--- config.mk ---
export PLATFORM = sky130hd
export DESIGN_NAME = hamming_secded_stream
export DESIGN_NICKNAME = d
export VERILOG_FILES = /design/src/rtl/hamming_secded_stream.sv
export SDC_FILE = /design/constraint.sdc
export NUM_CORES = 1
export LEC_CHECK = 0
export BUFFER_PORTS_ARGS = -buffer_cell sky130_fd_sc_hd__buf_4
export CORE_ASPECT_RATIO = 0.75
export CORE_UTILIZATION = 55
export DETAILED_ROUTE_END_ITERATION = 16
export PLACE_DENSITY = 0.81
export SLEW_MARGIN = 10
export SYNTH_ARGS = -nofsm -noshare
export SYNTH_HDL_FRONTEND = slang
export SYNTH_SLANG_ARGS = --single-unit
--- constraint.sdc ---
create_clock -name clk -period 4.7 [get_ports clk]
set_input_delay 0.705 -clock clk [delete_from_list [all_inputs] [get_ports clk]]
set_output_delay 0.705 -clock clk [all_outputs]
set_load 0.03 [all_outputs]
--- src/rtl/hamming_secded_stream.sv ---
// Two-stage SECDED decoder: corrects single-bit errors and flags double-bit errors.
// Output appears 2 cycles after acceptance; a downstream stall holds both stages and drops in_ready.
module hamming_secded_stream #(
   parameter int DATA_W = 11,
   parameter int PAR_W  = 4,
   parameter int CNT_W  = 16
) (
   input  logic                    clk,
   input  logic                    rst,
   input  logic [DATA_W+PAR_W:0]   entrada,
   input  logic                    in_valid,
   output logic                    in_ready,
   output logic [DATA_W-1:0]       saida,
   output logic                    out_valid,
   input  logic                    out_ready,
   output logic                    err_single,
   output logic                    err_double,
   output logic [PAR_W-1:0]        syndrome,
   output logic [CNT_W-1:0]        cnt_single,
   output logic [CNT_W-1:0]        cnt_double,
   input  logic                    cnt_clear
);
   localparam int CW_W = DATA_W + PAR_W;

   function automatic int min_par(input int dw);
      int r;
      r = 0;
      for (int k = 1; k < 31; k++)
         if (r == 0 && (1 << k) >= dw + k + 1) r = k;
      return r;
   endfunction

   // Codeword index of data bit j: the j-th non-power-of-two Hamming position.
   function automatic int data_pos(input int j);
      int cnt;
      int res;
      cnt = 0;
      res = 0;
      for (int p = 1; p <= CW_W; p++)
         if ((p & (p - 1)) != 0) begin
            if (cnt == j) res = p - 1;
            cnt++;
         end
      return res;
   endfunction

   generate
      if (DATA_W < 1 || PAR_W != min_par(DATA_W)) begin : g_bad_param
         $error("hamming_secded_stream: PAR_W does not match DATA_W");
      end
   endgenerate

   logic                  s1_vld_q;
   logic [CW_W-1:0]       s1_cw_q;
   logic [PAR_W-1:0]      s1_syn_q;
   logic                  s1_pa_q;
   logic                  out_vld_q;
   logic [DATA_W-1:0]     saida_q;
   logic                  err_single_q;
   logic                  err_double_q;
   logic [PAR_W-1:0]      syndrome_q;
   logic [CNT_W-1:0]      cnt_single_q;
   logic [CNT_W-1:0]      cnt_double_q;

   logic                  s2_adv;
   logic                  s1_adv;
   logic                  s2_load;
   logic [PAR_W-1:0]      syn_d;
   logic                  pa_d;
   logic [CW_W-1:0]       fixed_cw;
   logic [DATA_W-1:0]     data_d;
   logic                  single_d;
   logic                  double_d;
   logic [CNT_W-1:0]      cnt_single_d;
   logic [CNT_W-1:0]      cnt_double_d;

   assign s2_adv   = !out_vld_q || out_ready;
   assign s1_adv   = !s1_vld_q || s2_adv;
   assign s2_load  = s2_adv && s1_vld_q;
   assign in_ready = s1_adv;

   always_comb begin
      syn_d = '0;
      for (int k = 0; k < PAR_W; k++)
         for (int i = 0; i < CW_W; i++)
            if ((((i + 1) >> k) & 1) == 1) syn_d[k] = syn_d[k] ^ entrada[i];
      pa_d = ^entrada;
   end

   always_comb begin
      fixed_cw = s1_cw_q;
      single_d = 1'b0;
      double_d = 1'b0;
      if (s1_syn_q == '0) begin
         single_d = s1_pa_q;
      end else if (s1_pa_q && int'(s1_syn_q) <= CW_W) begin
         single_d = 1'b1;
         for (int i = 0; i < CW_W; i++)
            if (int'(s1_syn_q) == i + 1) fixed_cw[i] = ~s1_cw_q[i];
      end else begin
         double_d = 1'b1;
      end
      data_d = '0;
      for (int j = 0; j < DATA_W; j++)
         data_d[j] = fixed_cw[data_pos(j)];
   end

   // Clear wins over a same-cycle increment; counts stick at all-ones.
   always_comb begin
      cnt_single_d = cnt_single_q;
      cnt_double_d = cnt_double_q;
      if (cnt_clear) begin
         cnt_single_d = '0;
         cnt_double_d = '0;
      end else if (s2_load) begin
         if (single_d && cnt_single_q != '1) cnt_single_d = cnt_single_q + CNT_W'(1);
         if (double_d && cnt_double_q != '1) cnt_double_d = cnt_double_q + CNT_W'(1);
      end
   end

   always_ff @(posedge clk) begin
      if (rst) begin
         s1_vld_q     <= 1'b0;
         s1_cw_q      <= '0;
         s1_syn_q     <= '0;
         s1_pa_q      <= 1'b0;
         out_vld_q    <= 1'b0;
         saida_q      <= '0;
         err_single_q <= 1'b0;
         err_double_q <= 1'b0;
         syndrome_q   <= '0;
         cnt_single_q <= '0;
         cnt_double_q <= '0;
      end else begin
         if (s1_adv) begin
            s1_vld_q <= in_valid;
            if (in_valid) begin
               s1_cw_q  <= entrada[CW_W-1:0];
               s1_syn_q <= syn_d;
               s1_pa_q  <= pa_d;
            end
         end
         if (s2_adv) begin
            out_vld_q <= s1_vld_q;
            if (s1_vld_q) begin
               saida_q      <= data_d;
               err_single_q <= single_d;
               err_double_q <= double_d;
               syndrome_q   <= s1_syn_q;
            end
         end
         cnt_single_q <= cnt_single_d;
         cnt_double_q <= cnt_double_d;
      end
   end

   assign out_valid  = out_vld_q;
   assign saida      = saida_q;
   assign err_single = err_single_q;
   assign err_double = err_double_q;
   assign syndrome   = syndrome_q;
   assign cnt_single = cnt_single_q;
   assign cnt_double = cnt_double_q;
endmodule

[Word-level counts from Yosys, hierarchy flattened]
Index checks and enable logic that the tools add are counted.
Operators by class
  reduce and logical (&&, ||, !) cells: 14
  muxes and demuxes: 21
  equal/unequal tests: 17
  bitwise logic cells: 43
  add/sub/neg operators: 2
Operators by type and width (count)
  $add A16 B1 Y16 const B: 2
  $eq A4 B4 Y1 const B: 8
  $ne A16 B16 Y1 const B: 2
  $mux W15: 2
  $xor A1 B1 Y1: 28
  $mux W1: 19
  $eq A4 B3 Y1 const B: 4
  $reduce_xor A16 Y1: 1
  $not A1 Y1: 15
  $eq A4 B2 Y1 const B: 2
  $reduce_and A2 Y1: 4
  $eq A4 B1 Y1 const B: 1
  $logic_not A4 Y1: 1
  $logic_and A1 B1 Y1: 3
  $logic_not A1 Y1: 2
  $logic_or A1 B1 Y1: 2
  $reduce_or A2 Y1: 1
Storage, ports and cells
  register bits: 71

[Logic depth before layout (Yosys ltp)]
Gate-level depths: netlist (run 1).
  depth after elaboration: 7
  depth in mapped cells: 7
  mapped depth without buffers: 6

[Worst setup path before layout (run 1)]
Ideal clock, no wire load.
  path type: input-to-reg
  start point: in entrada[11]
  end point: reg s1_pa_q
  stages: 5
  arrival: 2.074 ns
  data required time: 4.614 ns
  slack: 2.540 ns
  setup time: 0.086 ns
  buffers on the path: 0
  cells stage by stage: xnor3_2 -> xnor2_2 -> xnor3_1 -> xnor2_1 -> a211oi_1
Between the ends
  cells in the longest elaborated chain, start to end: 1
Ends and longest elaborated chain
  start, declared: line 10  | input logic [DATA_W+PAR_W:0] entrada,
  $reduce_xor A16 Y1: line 87  | pa_d = ^entrada;
  end signal, assigned: line 140  | s1_pa_q <= pa_d;
  end, declared: line 56  | logic s1_pa_q;
Every way passes these cells.
A chain may end at the register's enable or synchronous reset.

[Worst setup path in the final report (run 1)]
  start point: in out_ready
  end point: out in_ready
Between the ends
  cells in the longest elaborated chain, start to end: 2
Ends and longest elaborated chain
  start, declared: line 15  | input logic out_ready,
  $logic_or A1 B1 Y1: line 77  | assign s2_adv = !out_vld_q || out_ready;
  $logic_or A1 B1 Y1: line 78  | assign s1_adv = !s1_vld_q || s2_adv;
  end, declared: line 12  | output logic in_ready,
Every way passes these cells.

==> results.md, run 1 <==
* Final TNS setup at 0 ns
* Port-buffer cells at 71
* Setup-failing EPs final at 0
* Peak supply drop at 0.000251 V
* Main synth FF type: dfxtp_1
* Total CTS buffers at 9
* Clk slew on worst S/H paths at 0.08 ns
* Reg2Reg Setup Slack at 2.68 ns
* Adder-Cell Fraction of Synth Area at 0.00775
* Crit share post-route at 0.453
* Mapped Nets at 405
* Clock Power Share at 0.398
* Routed vias at 2898
* Total congestion overflow at 0
* Final hold violation count at 0
* RR Endpoint: cnt_single[10]
* R2R depth at 6
* Critical path's most frequent cell: buf_4
* Largest net degree at the start of global routing at 38
* Postcts setup bufs at 0
* Hold WS at 0.463 ns
* CP max FO at 7
* Clk buf depth at 2
* Setup CP Type: in2out
* Die area at 6180 µm²
* Fmax at 470 MHz
* Die Width at 90.5 µm
* Pint at 0.982 mW
* DRC at 0
* Fin nets at 470
* Syn avg cell area at 8.45 µm²
* Compound-Gate Fraction of Synth Area at 0.133
* FP Rows at 23
* # IOs at 72
* Dpl hpwl at 5480 µm
* RSZ-0062 raised after global routing: false
* Multi-input logic area at 1800 µm²
* Worst-Skew Late Latency at 0.34 ns
* Final max-slew violation count at 0
* Most numerous cell in the Yosys netlist: dfxtp_1
* First-pass GRT wire length at 12000 µm
* Max stage delay on crit path at 0.30 ns
* R2r startpoint: cnt_single[0]
* Vias per Instance at 5.50
* CTS tree: done
* CP Launch Type: input port
* Comb power frac at 0.143
* Vias in the first global route at 2574
* Synthesized area at 3230 µm²
* Share of cells above drive strength 1 at 0.212
* Antenna Cells at 0
* Endpoint class of the critical path: output pin
* Number of flops mapped to enable cells by yosys at 0
* Crit path from: out_ready
* Slew @ Worst Pin at 0.818 ns
* Remaining antenna violation count at 0
* Arr. time, crit path at 1.42 ns
* Leakage at 1.47 nW
* Synth area leader: dfxtp_1
* Routability cong. at 0.860
* Layout area overhead at 24.4%
* Async S/R FF share, synth at 0
* Tightest Hold Check Type: reg2reg
* Min Tclk post-route at 2.13 ns
* Ys Warns at 0
* Final Util at 0.730
* Height of the chip at 68.3 µm
* Switching part of the total at 0.267
* Dominant combinational cell family by area after synthesis: simple AND/OR/NAND/NOR gates
* Router iterations before antenna repair at 4
* Core Box Area at 5500 µm²
* Synth Register Bits at 67
* Htree depth at 3
* Placed cells at 511
* Global Route Usage Sum at 0.248
* Cells after Synth at 382
* Max-cap violations at 0
* Crit path to: in_ready
* Simple-gate area share of the yosys netlist at 0.251
* Post-Route WL at 7380 µm
* Resize count post-CTS at 0
* Skew final at 0.00887 ns
* Hold_buf cts at 0
* Status: finished clean
* Routed length per instance at 14.0 µm
* Initial DRC Count at 132
* Filler instances at 438
* Post-synthesis sequential area ratio at 0.416
* CTS root buf: clkbuf_8
* Power density over the cells at 334 nW/µm²
* Net Switching at 0.358 mW
* Final setup margin at 2.57 ns
* Initial Util at 0.587
* Post-route insts no fill at 527
* Critical path data required time at 3.99 ns
* Post-synthesis xor/xnor area fraction at 0.158
* Synth top area share at 0.416
* Antenna violations before repair at 0
* CP max stage cell: and2b_4
* Sequential Area at 1340 µm²
* Slew margin rel. at 0.450
* Pre-CTS WS at 2.35 ns
* Yosys cell types at 41
* Sinks on the clock net at 67
* Crit-path cells: buf_4 > and2b_4 > nand2_1 > buf_4
* Sequential share of power at 0.460
* Post-synth top cells: dfxtp_1, nor2_1, nand2_1
* Ranking of synthesized cells by area: dfxtp_1, xnor2_1, nor2_1, nand2_1, a211oi_1
* Mux cell area share after synthesis at 0.00930
==> layer usage <==
metal / wire (µm) / global-route usage
met1: 3620 / 0.344
met4: 109 / 0.0867
met3: 388 / 0.0589
met2: 3260 / 0.379
met5: 0 / 0
==> stage by stage <==
stage	total power, mW	area (µm²)
finish	1.34	4020
global route	1.40	4020
CTS	1.35	4020
detailed placement	0.821	3790
global placement	0.815	3790
floorplan	0.761	3230
==> power groups by stage <==
stage          logic (mW)  clock network (mW)  registers [mW]
2_1_floorplan       0.121                   0           0.641
3_3_place_gp        0.187                   0           0.627
3_5_place_dp        0.193                   0           0.629
4_1_cts             0.193               0.542           0.615
5_1_grt             0.209               0.567           0.619
6_report            0.191               0.533           0.616
==> worst max-delay path, delay by kind of cell <==
| family | cells | cell delay, ns |
|---|---|---|
| buffers and inverters | 2 | 0.31 |
| and+or+nand+nor | 2 | 0.40 |
==> kinds of logic (layout without fill, tap and decap cells) <==
family,Yosys count,after routing
simple gates,170,170
flops,67,67
compound gates,64,64
xor+xnor,54,54
buf+inv,22,92
mux,3,3
fa+ha+maj,2,2
==> cell usage in the layout (no fill, tap or decap), types with 3 or more instances in the layout <==
cell        count
a211oi_1       18
dfxtp_1        67
nand2_1        46
inv_1           5
nand4_1         4
nor4_1          3
or2_2           3
nor3_1         12
nand3_1        14
nand2b_1        4
a21oi_1        25
clkbuf_8        9
xnor2_1        39
or3_1           4
buf_4          71
o211ai_1        5
mux2i_1         3
nand3b_1        4
o21ai_0         3
xor2_1         12
nor2_1         59
o31ai_1         3
or4_1           5
clkinvlp_4      3
and3_1          4
==> layout make-up <==
type / instances / share of cell area
clock buffers: 9 / 0.0309
repair buffers: 71 / 0.133
flip-flops and latches: 67 / 0.334
well taps: 75 / 0.0234
clock inverters: 7 / 0.0249
multi-input cells: 293 / 0.449
inverters: 5 / 0.00467
==> how the worst min path moves through the flow <==
stage | start | end | slack [ns] | cells after the start
2_1_floorplan | s1_cw_q[10] | s1_cw_q[10] | 0.45 | 2
3_3_place_gp | err_double | err_double | 0.45 | 2
3_5_place_dp | syndrome[1] | syndrome[1] | 0.45 | 2
4_1_cts | syndrome[1] | syndrome[1] | 0.47 | 2
5_1_grt | syndrome[0] | syndrome[0] | 0.50 | 2
6_report | syndrome[1] | syndrome[1] | 0.46 | 2
==> registers in the layout, indices dropped and copies added, names as in the netlist <==
name / flops
out_valid: 1
saida: 11
err_double: 1
s1_cw_q: 11
s1_syn_q: 4
syndrome: 4
err_single: 1
s1_pa_q: 1
cnt_single: 16
s1_vld_q: 1
cnt_double: 16
Note: power is estimated with default switching activity, not from simulation.
==> run 2: changes to the inputs <==
--- a/config.mk
+++ b/config.mk
@@ -5,11 +5,12 @@
 export SDC_FILE = /design/constraint.sdc
 export NUM_CORES = 1
 export LEC_CHECK = 0
+export ABC_AREA = 1
 export BUFFER_PORTS_ARGS = -buffer_cell sky130_fd_sc_hd__buf_4
 export CORE_ASPECT_RATIO = 0.75
-export CORE_UTILIZATION = 55
+export CORE_UTILIZATION = 50
 export DETAILED_ROUTE_END_ITERATION = 16
-export PLACE_DENSITY = 0.81
+export PLACE_DENSITY = 0.76
 export SLEW_MARGIN = 10
 export SYNTH_ARGS = -nofsm -noshare
 export SYNTH_HDL_FRONTEND = slang
==> constraint.sdc (replaced) <==
create_clock -name clk -period 1.7 [get_ports clk]
set_input_delay 0.255 -clock clk [delete_from_list [all_inputs] [get_ports clk]]
set_output_delay 0.255 -clock clk [all_outputs]
set_load 0.03 [all_outputs]
==> results.md, run 2 <==
* Fmax at 636 MHz
* Total congestion overflow at 0 (unchanged)
* Synth area leader: dfxtp_1
* Most frequent cells in the layout: nand2_1, buf_4, inv_1
* Hold_buf cts at 0 (unchanged)
* Peak supply drop at 0.000399 V (+59%)
* CTS root buf: clkbuf_8
* Met2 Use GR at 0.371 (-0.00812)
* Final TNS setup at 0 ns (unchanged)
* Port-buffer cells at 71 (unchanged)
* Vias in the first global route at 3352 (+30%)
* Final Util at 0.649 (-0.0812)
* Critical path data required time at 1.90 ns (-2.09 ns)
* Post-Route WL at 9790 µm (+33%)
* Async S/R FF share, synth at 0 (unchanged)
* DRC at 0 (unchanged)
* Die area at 7940 µm² (+28%)
* Synthesized area at 3790 µm² (+18%)
* Sequential Area at 1350 µm² (+0.75%)
* First-pass GRT wire length at 15600 µm (+30%)
* Slew margin rel. at 0.454 (+0.00435)
* Antenna Cells at 0 (unchanged)
* Initial Util at 0.517 (-0.0698)
* Final setup margin at 0.129 ns (-2.44 ns)
* Initial DRC Count at 256 (+94%)
* Multi-input logic area at 2130 µm² (+18%)
* Ys Warns at 0 (unchanged)
* CTS tree: done
* Met3 global-route usage at 0.0568 (-0.00213)
* Synth Register Bits at 67 (unchanged)
* Setup-failing EPs final at 0 (unchanged)
* Skew final at 0.0152 ns (+0.00629 ns)
* Post-synthesis sequential area ratio at 0.354 (-0.0619)
* Met1 Resource Use GR at 0.366 (+0.0220)
* Htree depth at 3 (unchanged)
* Number of flops mapped to enable cells by yosys at 0 (unchanged)
* Hold WS at 0.156 ns (-0.308 ns)
* Worst-Skew Late Latency at 0.35 ns (about the same)
* Tightest Hold Check Type: in2reg
* Yosys cell types at 29 (-29%)
* Fin nets at 694 (+48%)
* Endpoint class of the critical path: register
* Power density over the cells at 769 nW/µm² (+130%)
* Post-route insts no fill at 777 (+47%)
* Sinks on the clock net at 67 (unchanged)
* Filler instances at 703 (+61%)
* Clk slew on worst S/H paths at 0.08 ns (about the same)
* Dpl hpwl at 7380 µm (+35%)
* GR peak layer: met2
* Routability cong. at 0.853 (-0.86%)
* Most numerous cell in the Yosys netlist: nand2_1
* Global Route Usage Sum at 0.252 (+0.00352)
* Clk buf depth at 2 (unchanged)
* RSZ-0062 raised after global routing: false
* Synth top area share at 0.354 (-0.0619)
* Max-cap violations at 0 (unchanged)
* CP max FO at 15 (+8)
* Core Box Area at 7330 µm² (+33%)
* Status: finished clean
* Final max-slew violation count at 0 (unchanged)
* Final hold violation count at 0 (unchanged)
* Layout area overhead at 25.5%
* Routed length per instance at 12.6 µm (-10%)
* Leakage at 2.20 nW (+49%)
* Remaining antenna violation count at 0 (unchanged)
* Routed vias at 3927 (+36%)
* Syn avg cell area at 6.47 µm² (-23%)
* Die Width at 103 µm (+13%)
* Slew @ Worst Pin at 0.818 ns (+0.000117 ns)
* Arr. time, crit path at 1.77 ns (+0.35 ns)
* Height of the chip at 77.4 µm (+13%)
* Cells after Synth at 586 (+53%)
* Router iterations before antenna repair at 5 (+1)
* Post-synth top cells: nand2_1, dfxtp_1, inv_1
* CP Launch Type: register
* Ranking of synthesized cells by area: dfxtp_1, nand2_1, inv_1, a21oi_1, xor2_1
* Antenna violations before repair at 0 (unchanged)
* Main synth FF type: dfxtp_1
* FP Rows at 27 (+17%)
* Crit share post-route at 0.924
* Largest net degree at the start of global routing at 31 (-18%)
* # IOs at 72 (unchanged)
* Mapped Nets at 609 (+50%)
* Vias per Instance at 5.05 (-8.1%)
* Placed cells at 761 (+49%)
* Min Tclk post-route at 1.57 ns
* Commonest non-fill, non-tap cell in the layout: nand2_1
* Total CTS buffers at 9 (unchanged)
* Pre-CTS WS at 0.0316 ns (-2.32 ns)
* Setup CP Type: reg2reg
* Share of cells above drive strength 1 at 0.191 (-0.0216)
## run 2: cell count changes in the layout (fill, tap and decap cells not counted), sizes merged, moves of 20 or more
cell   delta
a21oi    +24
nand2   +149
xnor2    -26
inv      +61
o21ai    +31
buf      +20
## run 2: path summary, 6_finish.rpt
path	to	slack, ns	cells past startpoint	start
min reg2reg	s1_cw_q[13]	0.47	2	s1_cw_q[13]
min	s1_syn_q[0]	0.16	2	rst
max reg2reg	cnt_single[14]	0.13	8	cnt_single[1]
max	cnt_single[14]	0.13	8	cnt_single[1]
## run 2: layout make-up
| cell class | instances | share of cell area |
|---|---|---|
| Multi-Input combinational cell | 436 | 0.448 |
| Sequential cell | 67 | 0.284 |
| Timing Repair Buffer | 91 | 0.147 |
| Inverter | 66 | 0.0526 |
| Tap cell | 101 | 0.0266 |
| Clock buffer | 9 | 0.0260 |
| Clock inverter | 7 | 0.0158 |
## run 2: cell families after synthesis
logic type                 count (synthesis)  share of synthesized area
adders and majority gates                  2                    0.00660
DFF                                       67                      0.354
buffers and inverters                     83                     0.0904
xor gates and xnor gates                  37                     0.0854
and+or+nand+nor                          302                      0.325
AOI/OAI and AO/OA                         95                      0.140
## run 2: worst max-delay path, cell delays in order (launching register included)
cell and delay, ns:
dfxtp_4 0.37, ha_2 0.21, nand2_2 0.08, nor2_4 0.10
nand4_2 0.13, o21ai_4 0.20, inv_2 0.15, nand2_1 0.13
a21oi_2 0.05
## run 2: metal layers
metal	vias up	wire length (µm)	part of all wire
li1	2038	-	-
met1	1735	4750	0.49
met2	146	4210	0.43
met3	8	728	0.074
met4	0	99	0.010
met5	-	0	0
## run 2: where the power goes
group	switching, mW	internal [mW]	total, mW
clock network	0.670	0.687	1.36
logic	0.395	0.226	0.620
registers	0.0483	1.63	1.68
## run 2: per-stage QoR
step	cell area (µm²)	power (mW)
global route	4760	3.82
finish	4760	3.66
CTS	4730	3.67
floorplan	3810	2.12
global placement	4540	2.30
detailed placement	4540	2.32
## run 2: repair_timing
item	CTS	global route
setup buffers	0	0
gates resized for setup	0	9
setup endpoints to repair	0	27
==> run 3: changes to the inputs <==
--- a/config.mk
+++ b/config.mk
@@ -5,10 +5,9 @@
 export SDC_FILE = /design/constraint.sdc
 export NUM_CORES = 1
 export LEC_CHECK = 0
-export ABC_AREA = 1
 export BUFFER_PORTS_ARGS = -buffer_cell sky130_fd_sc_hd__buf_4
 export CORE_ASPECT_RATIO = 0.75
-export CORE_UTILIZATION = 50
+export CORE_UTILIZATION = 49
 export DETAILED_ROUTE_END_ITERATION = 16
 export PLACE_DENSITY = 0.76
 export SLEW_MARGIN = 10
==> results.md, run 3 (synthesis gave the netlist of run 1 again) <==
* Status: finished with violations
* Violated checks: negative setup slack
* First-pass GRT wire length at 12800 µm (-18%)
* Final non-filler cell area at 4540 µm² (-4.5%)
* Final hold violation count at 0 (unchanged)
* Die Width at 95.7 µm (-6.7%)
* CP max FO at 6 (-9)
* RR Endpoint: cnt_single[6]
* Fmax at 579 MHz (-9.1%)
* Max-cap violations at 0 (unchanged)
* Final max-slew violation count at 0 (unchanged)
* CP Launch Type: register
* Pre-CTS WS at -0.117 ns (-0.149 ns)
* Final setup margin at -0.0280 ns (-0.157 ns)
* Vias in the first global route at 2739 (-18%)
* Post-route insts no fill at 581 (-25%)
* # IOs at 72 (unchanged)
* Routed length per instance at 14.4 µm (+14%)
* Port-buffer cells at 71 (unchanged)
* Crit share post-route at 1.02 (+0.0922)
* Share of cells above drive strength 1 at 0.384 (+0.193)
* Core Box Area at 6320 µm² (-14%)
* Layout area overhead at 40.7%
* Slew margin rel. at 0.549 (+0.0954)
* Setup CP Type: reg2reg
* Slew @ Worst Pin at 0.676 ns (-0.142 ns)
* Hold Path Depth at 3 (+1)
* Endpoint class of the critical path: register
* Total CTS buffers at 9 (unchanged)
* Largest net degree at the start of global routing at 37 (+19%)
* Min Tclk post-route at 1.73 ns (+0.157 ns)
* R2r startpoint: cnt_single[1]
* Global Route Usage Sum at 0.243 (-0.00853)
* Multi-input logic area at 1940 µm² (-8.9%)
* Total congestion overflow at 0 (unchanged)
* Dpl hpwl at 5870 µm (-20%)
* Initial Util at 0.511 (-0.00660)
* Clk slew on worst S/H paths at 0.07 ns (about the same)
* Htree depth at 3 (unchanged)
* Antenna Cells at 0 (unchanged)
* Clk buf depth at 2 (unchanged)
* Reg2Reg Setup Slack at -0.03 ns (-0.16 ns)
* Height of the chip at 72.3 µm (-6.6%)
* Arr. time, crit path at 1.99 ns (+0.22 ns)
* Router iterations before antenna repair at 5 (unchanged)
* Power density over the cells at 783 nW/µm² (+1.9%)
* Postcts setup bufs at 0 (unchanged)
* Antenna violations before repair at 0 (unchanged)
* Leakage at 1.76 nW (-20%)
* CTS root buf: clkbuf_8
* Worst-Skew Late Latency at 0.35 ns (about the same)
* Skew final at 0.0118 ns (-0.00338 ns)
* Crit path to: cnt_single[6]
* Cell area after placement at 4250 µm² (-6.4%)
* Filler instances at 483 (-31%)
* CTS tree: done
* Setup-failing EPs final at 1 (+1)
* Remaining antenna violation count at 0 (unchanged)
* Die area at 6920 µm² (-13%)
* Initial DRC Count at 155 (-39%)
* Fin nets at 518 (-25%)
* R2R depth at 5 (-3)
* Peak supply drop at 0.000400 V (+0.34%)
* Hold_buf cts at 0 (unchanged)
* Critical path data required time at 1.96 ns (+0.06 ns)
* FP Rows at 25 (-7.4%)
* RSZ-0062 raised after global routing: true
* Placed cells at 565 (-26%)
* Post-Route WL at 8370 µm (-14%)
* Sinks on the clock net at 67 (unchanged)
* Most frequent cells in the layout: buf_4, nor2_1, nand2_1
* Sequential Area at 1390 µm² (+3.0%)
* Commonest non-fill, non-tap cell in the layout: buf_4
* Routability cong. at 0.843 (-1.1%)
* Tightest Hold Check Type: in2reg
* Vias per Instance at 5.30 (+4.9%)
* Crit path from: cnt_single[1]
* Routed vias at 3079 (-22%)
* DRC at 0 (unchanged)
[run 3: cell count changes in the layout (fill, tap and decap cells not counted), sizes merged, moves of 11 or more]
| cell | delta |
|---|---|
| buf | +28 |
| xnor2 | +26 |
| inv | -63 |
| nand2 | -149 |
| a211oi | +17 |
| o21ai | -31 |
| a21oi | -24 |
| xor2 | -11 |
| nand3 | -17 |
[run 3: final cells by class]
cell class              instances  area share
clock buffers                  14      0.0380
well taps                      81      0.0223
repair buffers                119       0.199
inverters                       5     0.00413
clock inverters                 2     0.00220
multi-input cells             293       0.428
flip-flops and latches         67       0.306
[run 3: timing repair]
action,4_1_cts,5_1_grt
resized for setup,4,21
pin swaps,2,12
endpoints found under the setup margin,8,27
[run 3: worst min path at each step]
stage | from | endpoint | slack [ns]
floorplan | in_valid | s1_vld_q | 0.37
global placement | syndrome[3] | syndrome[3] | 0.44
detailed placement | syndrome[3] | syndrome[3] | 0.45
CTS | in_valid | s1_vld_q | 0.15
global route | in_valid | s1_vld_q | 0.15
finish | in_valid | s1_vld_q | 0.16
[run 3: metrics by stage]
step | setup TNS, ns | util | power [mW] | hold slack (ns)
after CTS | 0 | 0.704 | 3.55 | 0.148
after global placement | -0.192 | 0.672 | 2.31 | 0.444
after floorplan | -0.0496 | - | 2.09 | 0.372
after global routing | -0.331 | 0.719 | 3.70 | 0.155
final | -0.0280 | 0.719 | 3.56 | 0.159
after detailed placement | -0.515 | 0.672 | 2.33 | 0.451
[run 3: worst max-delay path: stages, from the launching register on]
cell and delay (ns):
dfxtp_4 0.36, ha_4 0.12, inv_1 0.04, or4_4 0.60
or3_1 0.40, a21oi_1 0.13
[run 3: power breakdown]
| part | switching [mW] | leakage [nW] | internal (mW) |
|---|---|---|---|
| logic | 0.330 | 1.10 | 0.312 |
| clock network | 0.600 | 0.0965 | 0.646 |
| registers | 0.0429 | 0.562 | 1.63 |
| total | 0.973 | 1.76 | 2.59 |
[run 3: layer usage]
metal	global-route usage	part of all wire
met3	0.0755	0.068
met5	0	0
met4	0.0498	0.0042
met1	0.350	0.49
met2	0.358	0.44
